<file path="src/rtl/branch_predictor_gshare_pkg.sv">
`default_nettype none
// ---------------------------------------------------------------------------
// bp_pkg : shared constants, defaults and saturating helpers for the predictor
// Revision: 1.0
// ---------------------------------------------------------------------------
package bp_pkg;

  localparam int DEF_ENTRIES  = 64;
  localparam int DEF_CTR_W    = 2;
  localparam int DEF_HIST_W   = 6;
  localparam int DEF_PC_LSB   = 2;
  localparam int DEF_INIT_CTR = 2;
  localparam int DEF_CNT_W    = 32;

  localparam int STRONG_NT = 0;
  localparam int WEAK_T    = 1 << (DEF_CTR_W - 1);

  // Values are carried at 64 bits so one helper serves every counter width.
  function automatic logic [63:0] sat_inc(input logic [63:0] v, input logic [63:0] max);
    return (v >= max) ? v : v + 64'd1;
  endfunction

  function automatic logic [63:0] sat_dec(input logic [63:0] v);
    return (v == 64'd0) ? v : v - 64'd1;
  endfunction

endpackage
`default_nettype wire

</file>
<file path="src/rtl/branch_predictor_gshare_sat_counter.sv">
`default_nettype none
// ---------------------------------------------------------------------------
// sat_counter : W-bit up/down counter saturating at 0 and all-ones
// Revision: 1.0
// ---------------------------------------------------------------------------
module sat_counter #(
  parameter int W       = 2,
  parameter int RST_VAL = 0
) (
  input  logic         clk,
  input  logic         rst,
  input  logic         inc,
  input  logic         dec,
  output logic [W-1:0] value
);
  import bp_pkg::*;

  localparam logic [63:0] MAX = {64{1'b1}} >> (64 - W);

  always_ff @(posedge clk or posedge rst) begin
    if (rst) begin
      value <= W'(RST_VAL);
    end else if (inc) begin
      value <= W'(sat_inc(64'(value), MAX));
    end else if (dec) begin
      value <= W'(sat_dec(64'(value)));
    end
  end

endmodule
`default_nettype wire

</file>
<file path="src/rtl/branch_predictor_gshare.sv">
`default_nettype none
// ---------------------------------------------------------------------------
// branch_predictor_gshare : PC/GHR-indexed saturating-counter branch predictor
// Revision: 1.0
// ---------------------------------------------------------------------------
module branch_predictor_gshare
  import bp_pkg::*;
#(
  parameter  int ENTRIES  = DEF_ENTRIES,
  parameter  int CTR_W    = DEF_CTR_W,
  parameter  int HIST_W   = DEF_HIST_W,
  parameter  int PC_LSB   = DEF_PC_LSB,
  parameter  int INIT_CTR = DEF_INIT_CTR,
  parameter  int CNT_W    = DEF_CNT_W,
  localparam int IDX_W    = $clog2(ENTRIES),
  localparam int GHR_W    = (HIST_W > 0) ? HIST_W : 1
) (
  input  logic             clk_i,
  input  logic             rst_i,
  input  logic             lookup_i,
  input  logic [31:0]      lookup_pc_i,
  output logic             predict_o,
  output logic [IDX_W-1:0] lookup_idx_o,
  output logic [GHR_W-1:0] lookup_ghr_o,
  input  logic             update_i,
  input  logic [IDX_W-1:0] update_idx_i,
  input  logic             update_taken_i,
  input  logic             update_mispredict_i,
  input  logic [GHR_W-1:0] update_ghr_i,
  output logic [CNT_W-1:0] lookup_cnt_o,
  output logic [CNT_W-1:0] mispredict_cnt_o
);

  if (ENTRIES < 2 || (ENTRIES & (ENTRIES - 1)) != 0) begin : g_err_entries
    $error("ENTRIES must be a power of two >= 2");
  end
  if (HIST_W > IDX_W) begin : g_err_hist
    $error("HIST_W must not exceed log2(ENTRIES)");
  end
  if (INIT_CTR >= (1 << CTR_W)) begin : g_err_init
    $error("INIT_CTR must fit in CTR_W bits");
  end

  logic [CTR_W-1:0] ctr_tbl [ENTRIES];
  logic [GHR_W-1:0] ghr;
  logic [IDX_W-1:0] pc_idx;
  logic [IDX_W-1:0] idx;
  logic             predict;
  logic             recover;
  logic             unused_pc;

  assign pc_idx    = lookup_pc_i[PC_LSB +: IDX_W];
  assign unused_pc = ^lookup_pc_i;
  assign recover   = update_i & update_mispredict_i;

  if (HIST_W > 0) begin : g_gshare
    logic [GHR_W-1:0] base;
    logic [GHR_W-1:0] shifted;
    logic             new_bit;

    assign idx = pc_idx ^ IDX_W'(ghr);

    // A recovery restarts history from the branch's own snapshot; a same-cycle
    // lookup is on the squashed path and must not contribute its bit.
    assign base    = recover ? update_ghr_i : ghr;
    assign new_bit = recover ? update_taken_i : predict;

    if (HIST_W == 1) begin : g_hist1
      assign shifted = new_bit;
    end else begin : g_histn
      assign shifted = {base[GHR_W-2:0], new_bit};
    end

    always_ff @(posedge clk_i or posedge rst_i) begin
      if (rst_i) begin
        ghr <= '0;
      end else if (recover || lookup_i) begin
        ghr <= shifted;
      end
    end
  end else begin : g_bimodal
    logic unused_hist;
    assign idx         = pc_idx;
    assign ghr         = '0;
    assign unused_hist = ^update_ghr_i;
  end

  for (genvar i = 0; i < ENTRIES; i++) begin : g_table
    logic hit;
    assign hit = update_i && (update_idx_i == IDX_W'(i));

    sat_counter #(
      .W       (CTR_W),
      .RST_VAL (INIT_CTR)
    ) u_ctr (
      .clk   (clk_i),
      .rst   (rst_i),
      .inc   (hit & update_taken_i),
      .dec   (hit & ~update_taken_i),
      .value (ctr_tbl[i])
    );
  end

  assign predict      = ctr_tbl[idx][CTR_W-1];
  assign predict_o    = predict;
  assign lookup_idx_o = idx;
  assign lookup_ghr_o = ghr;

  sat_counter #(
    .W       (CNT_W),
    .RST_VAL (0)
  ) u_lookup_cnt (
    .clk   (clk_i),
    .rst   (rst_i),
    .inc   (lookup_i),
    .dec   (1'b0),
    .value (lookup_cnt_o)
  );

  sat_counter #(
    .W       (CNT_W),
    .RST_VAL (0)
  ) u_mispredict_cnt (
    .clk   (clk_i),
    .rst   (rst_i),
    .inc   (recover),
    .dec   (1'b0),
    .value (mispredict_cnt_o)
  );

endmodule
`default_nettype wire
</file>
<file path="config.mk">
export PLATFORM = sky130hd
export DESIGN_NAME = branch_predictor_gshare
export DESIGN_NICKNAME = d
export VERILOG_FILES = /design/src/rtl/branch_predictor_gshare_pkg.sv /design/src/rtl/branch_predictor_gshare_sat_counter.sv /design/src/rtl/branch_predictor_gshare.sv
export SDC_FILE = /design/constraint.sdc
export NUM_CORES = 1
export LEC_CHECK = 0
export ABC_AREA = 0
export CORE_MARGIN = 4
export CORE_UTILIZATION = 57
export CTS_CLUSTER_DIAMETER = 30
export DETAILED_ROUTE_END_ITERATION = 12
export PLACE_DENSITY = 0.87
export SYNTH_ARGS = -nofsm -noshare
export SYNTH_HDL_FRONTEND = slang
export SYNTH_SLANG_ARGS = --single-unit
export TNS_END_PERCENT = 20
</file>
<file path="constraint.sdc">
create_clock -name clk_i -period 7.7 [get_ports clk_i]
set_input_delay 1.925 -clock clk_i [delete_from_list [all_inputs] [get_ports clk_i]]
set_output_delay 1.925 -clock clk_i [all_outputs]
set_load 0.005 [all_outputs]
</file>
# Yosys cells after proc, flatten, opt, wreduce, memory -nomap -nowiden
# Cells that the tools add are included.
[totals] ff_bits=198 input_bits=50 out_inout_bits=77 wordCells=1110
[op_classes] n_addsub=130 magnitude_cmp=67 eq_ne=191 n_mux=261 n_bitwise=134 reduce_logical=260
[op_table] operator="$mux 2" n=258
[op_table] operator="$eq 6x6->1 const B" n=32
[op_table] operator="$reduce_and 3->1" n=64
[op_table] operator="$and 1x1->1" n=129
[op_table] operator="$add 2x1->2 const B" n=64
[op_table] operator="$ge 2x2->1 const B" n=64
[op_table] operator="$logic_not 2->1" n=64
[op_table] operator="$ne 2x1->1 const B" n=64
[op_table] operator="$ne 2x2->1 const B" n=64
[op_table] operator="$reduce_bool 2->1" n=64
[op_table] operator="$sub 2x1->2 const B" n=64
[op_table] operator="$eq 6x5->1 const B" n=16
[op_table] operator="$add 32x1->32 const B" n=2
[op_table] operator="$ge 32x32->1 const B" n=2
[op_table] operator="$logic_and 1x1->1" n=64
[op_table] operator="$eq 6x4->1 const B" n=8
[op_table] operator="$eq 6x3->1 const B" n=4
[op_table] operator="$bmux 2 s6" n=1
[op_table] operator="$eq 6x2->1 const B" n=2
[op_table] operator="$ge 7x7->1 const B" n=1
[op_table] operator="$not 6->7" n=1
[op_table] operator="$eq 6x1->1 const B" n=1
[op_table] operator="$logic_not 6->1" n=1
[op_table] operator="$xor 6x6->6" n=1
[op_table] operator="5 further kinds" n=8

# Logic depth before layout (Yosys ltp)
[logic_depth] ltp_word=6 ltp_mapped=8 ltp_nobuf=7

# Modules after synthesis
# Synthesis repeated with hierarchy kept, for this count alone.
[unflattened] cells_unflattened=1704 area_unflattened_um2=14167.3
[modules_own_cells] mod="sat_counter (g_table[0].u_ctr ...)" instances=64 cells_per_inst=11 area_each_um2=101.3 seq_area_each_um2=51.3
[modules_own_cells] mod="sat_counter (u_lookup_cnt ...)" instances=2 cells_per_inst=368 area_each_um2=3037.9 seq_area_each_um2=800.8
[modules_own_cells] mod="branch_predictor_gshare" instances=1 cells_per_inst=264 area_each_um2=1605.3 seq_area_each_um2=150.1

# Worst setup path before layout
# No wires, ideal clock.
[synth_timing] path_kind="input to output" startpoint="input lookup_pc_i[2]" endpoint="output predict_o" t_arrival_ps=3370 t_required_ps=5775 setup_slack_ps=2405 cell_stages=6 n_path_buf=1 cell_sequence="xnor2_1 buf_2 mux4_2 a2111o_1 o22ai_2 nor2_1"
[synth_via] elab_chain_cells=5
[synth_lines] element="start, declared" line="branch_predictor_gshare.sv:21" source="input logic [31:0] lookup_pc_i,"
[synth_lines] element="$xor 6x6->6" line="branch_predictor_gshare.sv:61" source="assign idx = pc_idx ^ IDX_W'(ghr);"
[synth_lines] element="$not 6->7 (not written as such)" line="branch_predictor_gshare.sv:104" source="assign predict = ctr_tbl[idx][CTR_W-1];"
[synth_lines] element="$bmux 2 s6" line="branch_predictor_gshare.sv:104"
[synth_lines] element="$mux 2 (not written as such) (2 in series)" line="branch_predictor_gshare.sv:104"
[synth_lines] element="end, declared" line="branch_predictor_gshare.sv:22" source="output logic predict_o,"
# No other way between the ends. The select of a mux whose other input is x is not followed.

# Worst setup path after layout
# Ends and elaborated chain as after synthesis.

==> impl_metrics.env <==
export IMPL_status="complete, no violations"
export IMPL_hp_start="u_lookup_cnt.value[31]$_DFFE_PP0P_"
export IMPL_synth_area_leaders="dfrtp_1 32%, dfstp_2 16%, o21ai_0 9.2%, mux2i_1 6.9%, a21oi_1 6.4%"
export IMPL_first_pass_iters=5
export IMPL_via_count=9126
export IMPL_diodes=0
export IMPL_slew_violations=0
export IMPL_drive_above_1_share_pct=10.49
export IMPL_internal_power_mw=1.836
export IMPL_crit_type="in -> out"
export IMPL_min_to="u_lookup_cnt.value[31]$_DFFE_PP0P_"
export IMPL_clock_fmax_mhz=152.0
export IMPL_avgSynthCellArea_sq_um=9.010
export IMPL_ys_flop_type="dfrtp_1"
export IMPL_min_path_cells=1
export IMPL_synth_seq_cells=198
export IMPL_cts_resized=0
export IMPL_max_cap_violations=0
export IMPL_peakVddDrop_uv=177.5
export IMPL_yosysWarnings=0
export IMPL_area_delta_synth_final_pct=16.28
export IMPL_postSynthNetCount=1226
export IMPL_arrival_ns=4.65
export IMPL_antenna_left=0
export IMPL_worst_slew_margin_rel_pct=25.99
export IMPL_drt_wl_total_um=26210
export IMPL_grtUsageTotal_pct=25.55
export IMPL_die_area_sq_mm=0.02080
export IMPL_cts_tree="done"
export IMPL_htree_levels=4
export IMPL_hpwl_um=18010
export IMPL_yosys_top_cells_count="195 x o21ai_0, 135 x a21oi_1, 134 x dfrtp_1, 113 x nor2_1, 103 x nand2_1"
export IMPL_setup_viol=0
export IMPL_place_ws_ns=1.180
export IMPL_clock_sinks=198
export IMPL_yosys_cell_count_top_type="o21ai_0"
export IMPL_clkLatencyLatePin_ns=0.44
export IMPL_layout_setup_ws_ns=1.121
export IMPL_worst_pin_slew_ns=1.110
export IMPL_hold_violations=0
export IMPL_vias_per_cell=6.137
export IMPL_gp_congestion=0.8927
export IMPL_syn_inst=1174
export IMPL_synth_async_reset_ratio_pct=100.0
export IMPL_timing_rr_start="lookup_ghr_o[0]$_DFFE_PP0P_"
export IMPL_std_cell_rows=49
export IMPL_dp_cells=1456
export IMPL_post_drt_wl_per_cell_um=17.62
export IMPL_die_w_um=144.2
export IMPL_drt_iter0_drc=922
export IMPL_rr_worst_depth=8
export IMPL_io_buffers=99
export IMPL_power_frac_clock_pct=34.1
export IMPL_rsz0062_at_grt="no"
export IMPL_finalCritPeriodShare_pct=85.44
export IMPL_crit_path_end_kind="output pin"
export IMPL_start_util_pct=58.48
export IMPL_cts_made_buffers=17
export IMPL_layout_min_cycle_time_ns=6.579
export IMPL_hp_class="reg -> reg"
export IMPL_post_cts_buffers=0
export IMPL_synth_top_area_share_pct=31.70
export IMPL_ctsHoldBuffers=0
export IMPL_rrSetupSlack_ns=5.22
export IMPL_grt_max_degree=137
export IMPL_drc_errors=0
export IMPL_antenna_found_initial=0
export IMPL_p_per_area_mw_per_mm2=211.1
export IMPL_first_global_vias=8805
export IMPL_pin_count=127
export IMPL_p_leak_nw=4.960
export IMPL_tns_ns=0
export IMPL_syn_area_sq_mm=0.01058
export IMPL_post_route_util_pct=68.00
export IMPL_critPathMaxFanout=11
export IMPL_required_ns=5.78
export IMPL_p_comb_share_pct=19.3
export IMPL_cts_root_buf="clkbuf_16"
export IMPL_swShare_pct=29.30
export IMPL_yosys_area_top_type="dfrtp_1"
export IMPL_seq_power_share_pct=46.6
export IMPL_worstSetupStartpointType="input pin"
export IMPL_grt_pass1_wl_um=42550
export IMPL_layout_cells_non_filler=1487
export IMPL_synth_cell_type_count=60
export IMPL_synth_edff_count=0
export IMPL_hold_ws_ns=0.4912
export IMPL_grt_overflow_total=0
export IMPL_core_sq_mm=0.01809
export IMPL_die_h_um=144.2
export IMPL_yosysSeqAreaShare_pct=47.60
export IMPL_reg2reg_to="lookup_ghr_o[0]$_DFFE_PP0P_"
export IMPL_clock_skew_ns=0.008983
export IMPL_nets=1298
export IMPL_p_switching_mw=0.7609
export IMPL_path_clk_slew_ns=0.07
export IMPL_cts_path_max_buffers=2
-- layout make-up --
class	instances	area [sq um]
sequential	198	5035
inverter	77	296.5
multi-input combinational	846	5061
fill	1346	5787
clock buffer	18	439.2
clock inverter	13	136.4
tap	229	286.5
timing repair buffer	106	1045
-- worst max path at each step --
stage                         startpoint                                    end  slack, ns  cells past startpoint
after floorplan                    rst_i  g_table[0].u_ctr.value[0]$_DFFE_PP0P_       0.48                      1
after global placement    lookup_pc_i[5]                              predict_o       1.21                      8
after detailed placement  lookup_pc_i[2]                              predict_o       1.18                     10
after CTS                 lookup_pc_i[2]                              predict_o       1.13                     10
after global routing      lookup_pc_i[2]                              predict_o       0.96                     10
final                     lookup_pc_i[2]                              predict_o       1.12                     10
-- flip-flops by register name (all words and copies together) (netlist names) --
register                count
u_mispredict_cnt.value     32
u_lookup_cnt.value         32
lookup_ghr_o                6
g_table.u_ctr.value       128
-- cell families after synthesis --
| family | Yosys count | share of synthesized area, % |
|---|---|---|
| xor gates and xnor gates | 64 | 5.370 |
| muxes | 88 | 9.853 |
| and+or+nand+nor | 338 | 14.86 |
| buffers and inverters | 130 | 4.672 |
| AOI/OAI and AO/OA | 354 | 17.41 |
| DFF | 198 | 47.60 |
| adders and majority gates | 2 | 0.2365 |
-- routing by layer --
layer	GRT usage (%)	wire, um
met1	33.92	10650
met5	0	0
met4	10.36	795
met2	41.21	12400
met3	5.456	2363
-- placed cells by master (no fill, tap or decap), drive strengths merged, types with 3 or more instances in the layout --
cell	n
a21oi	136
and2	4
and3	7
and4	6
buf	8
clkbuf	18
clkdlybuf4s50	98
clkinv	3
dfrtp	134
dfstp	64
inv	84
mux2	3
mux2i	73
mux4	12
nand2	104
nand2b	6
nand3	39
nand4	19
nor2	113
nor2b	4
nor3	19
nor4	3
o211ai	3
o21ai	198
o22ai	5
xnor2	43
xor2	21
-- stage by stage --
| step | instance area (sq um) | total power, mW |
|---|---|---|
| floorplan | 10580 | 1.502 |
| global placement | 11720 | 1.703 |
| detailed placement | 11720 | 1.725 |
| CTS | 12300 | 2.605 |
| global route | 12300 | 2.711 |
| finish | 12300 | 2.597 |
-- power groups by stage --
stage / Combinational [mW] / Clock (mW) / Sequential, mW
6_report: 0.501 / 0.886 / 1.21
5_1_grt: 0.548 / 0.942 / 1.22
4_1_cts: 0.501 / 0.895 / 1.21
3_5_place_dp: 0.497 / 0 / 1.23
3_3_place_gp: 0.481 / 0 / 1.22
2_1_floorplan: 0.287 / 0 / 1.22
-- critical path, cell delays in order --
cell	delay [ns]
clkdlybuf4s50_1	0.44
xnor2_2	0.14
buf_4	0.21
inv_2	0.27
mux4_2	0.58
nand2_1	0.11
nand4b_1	0.10
o22ai_1	0.31
nor2_1	0.08
clkdlybuf4s50_1	0.48
(Power assumes the default switching activity.)
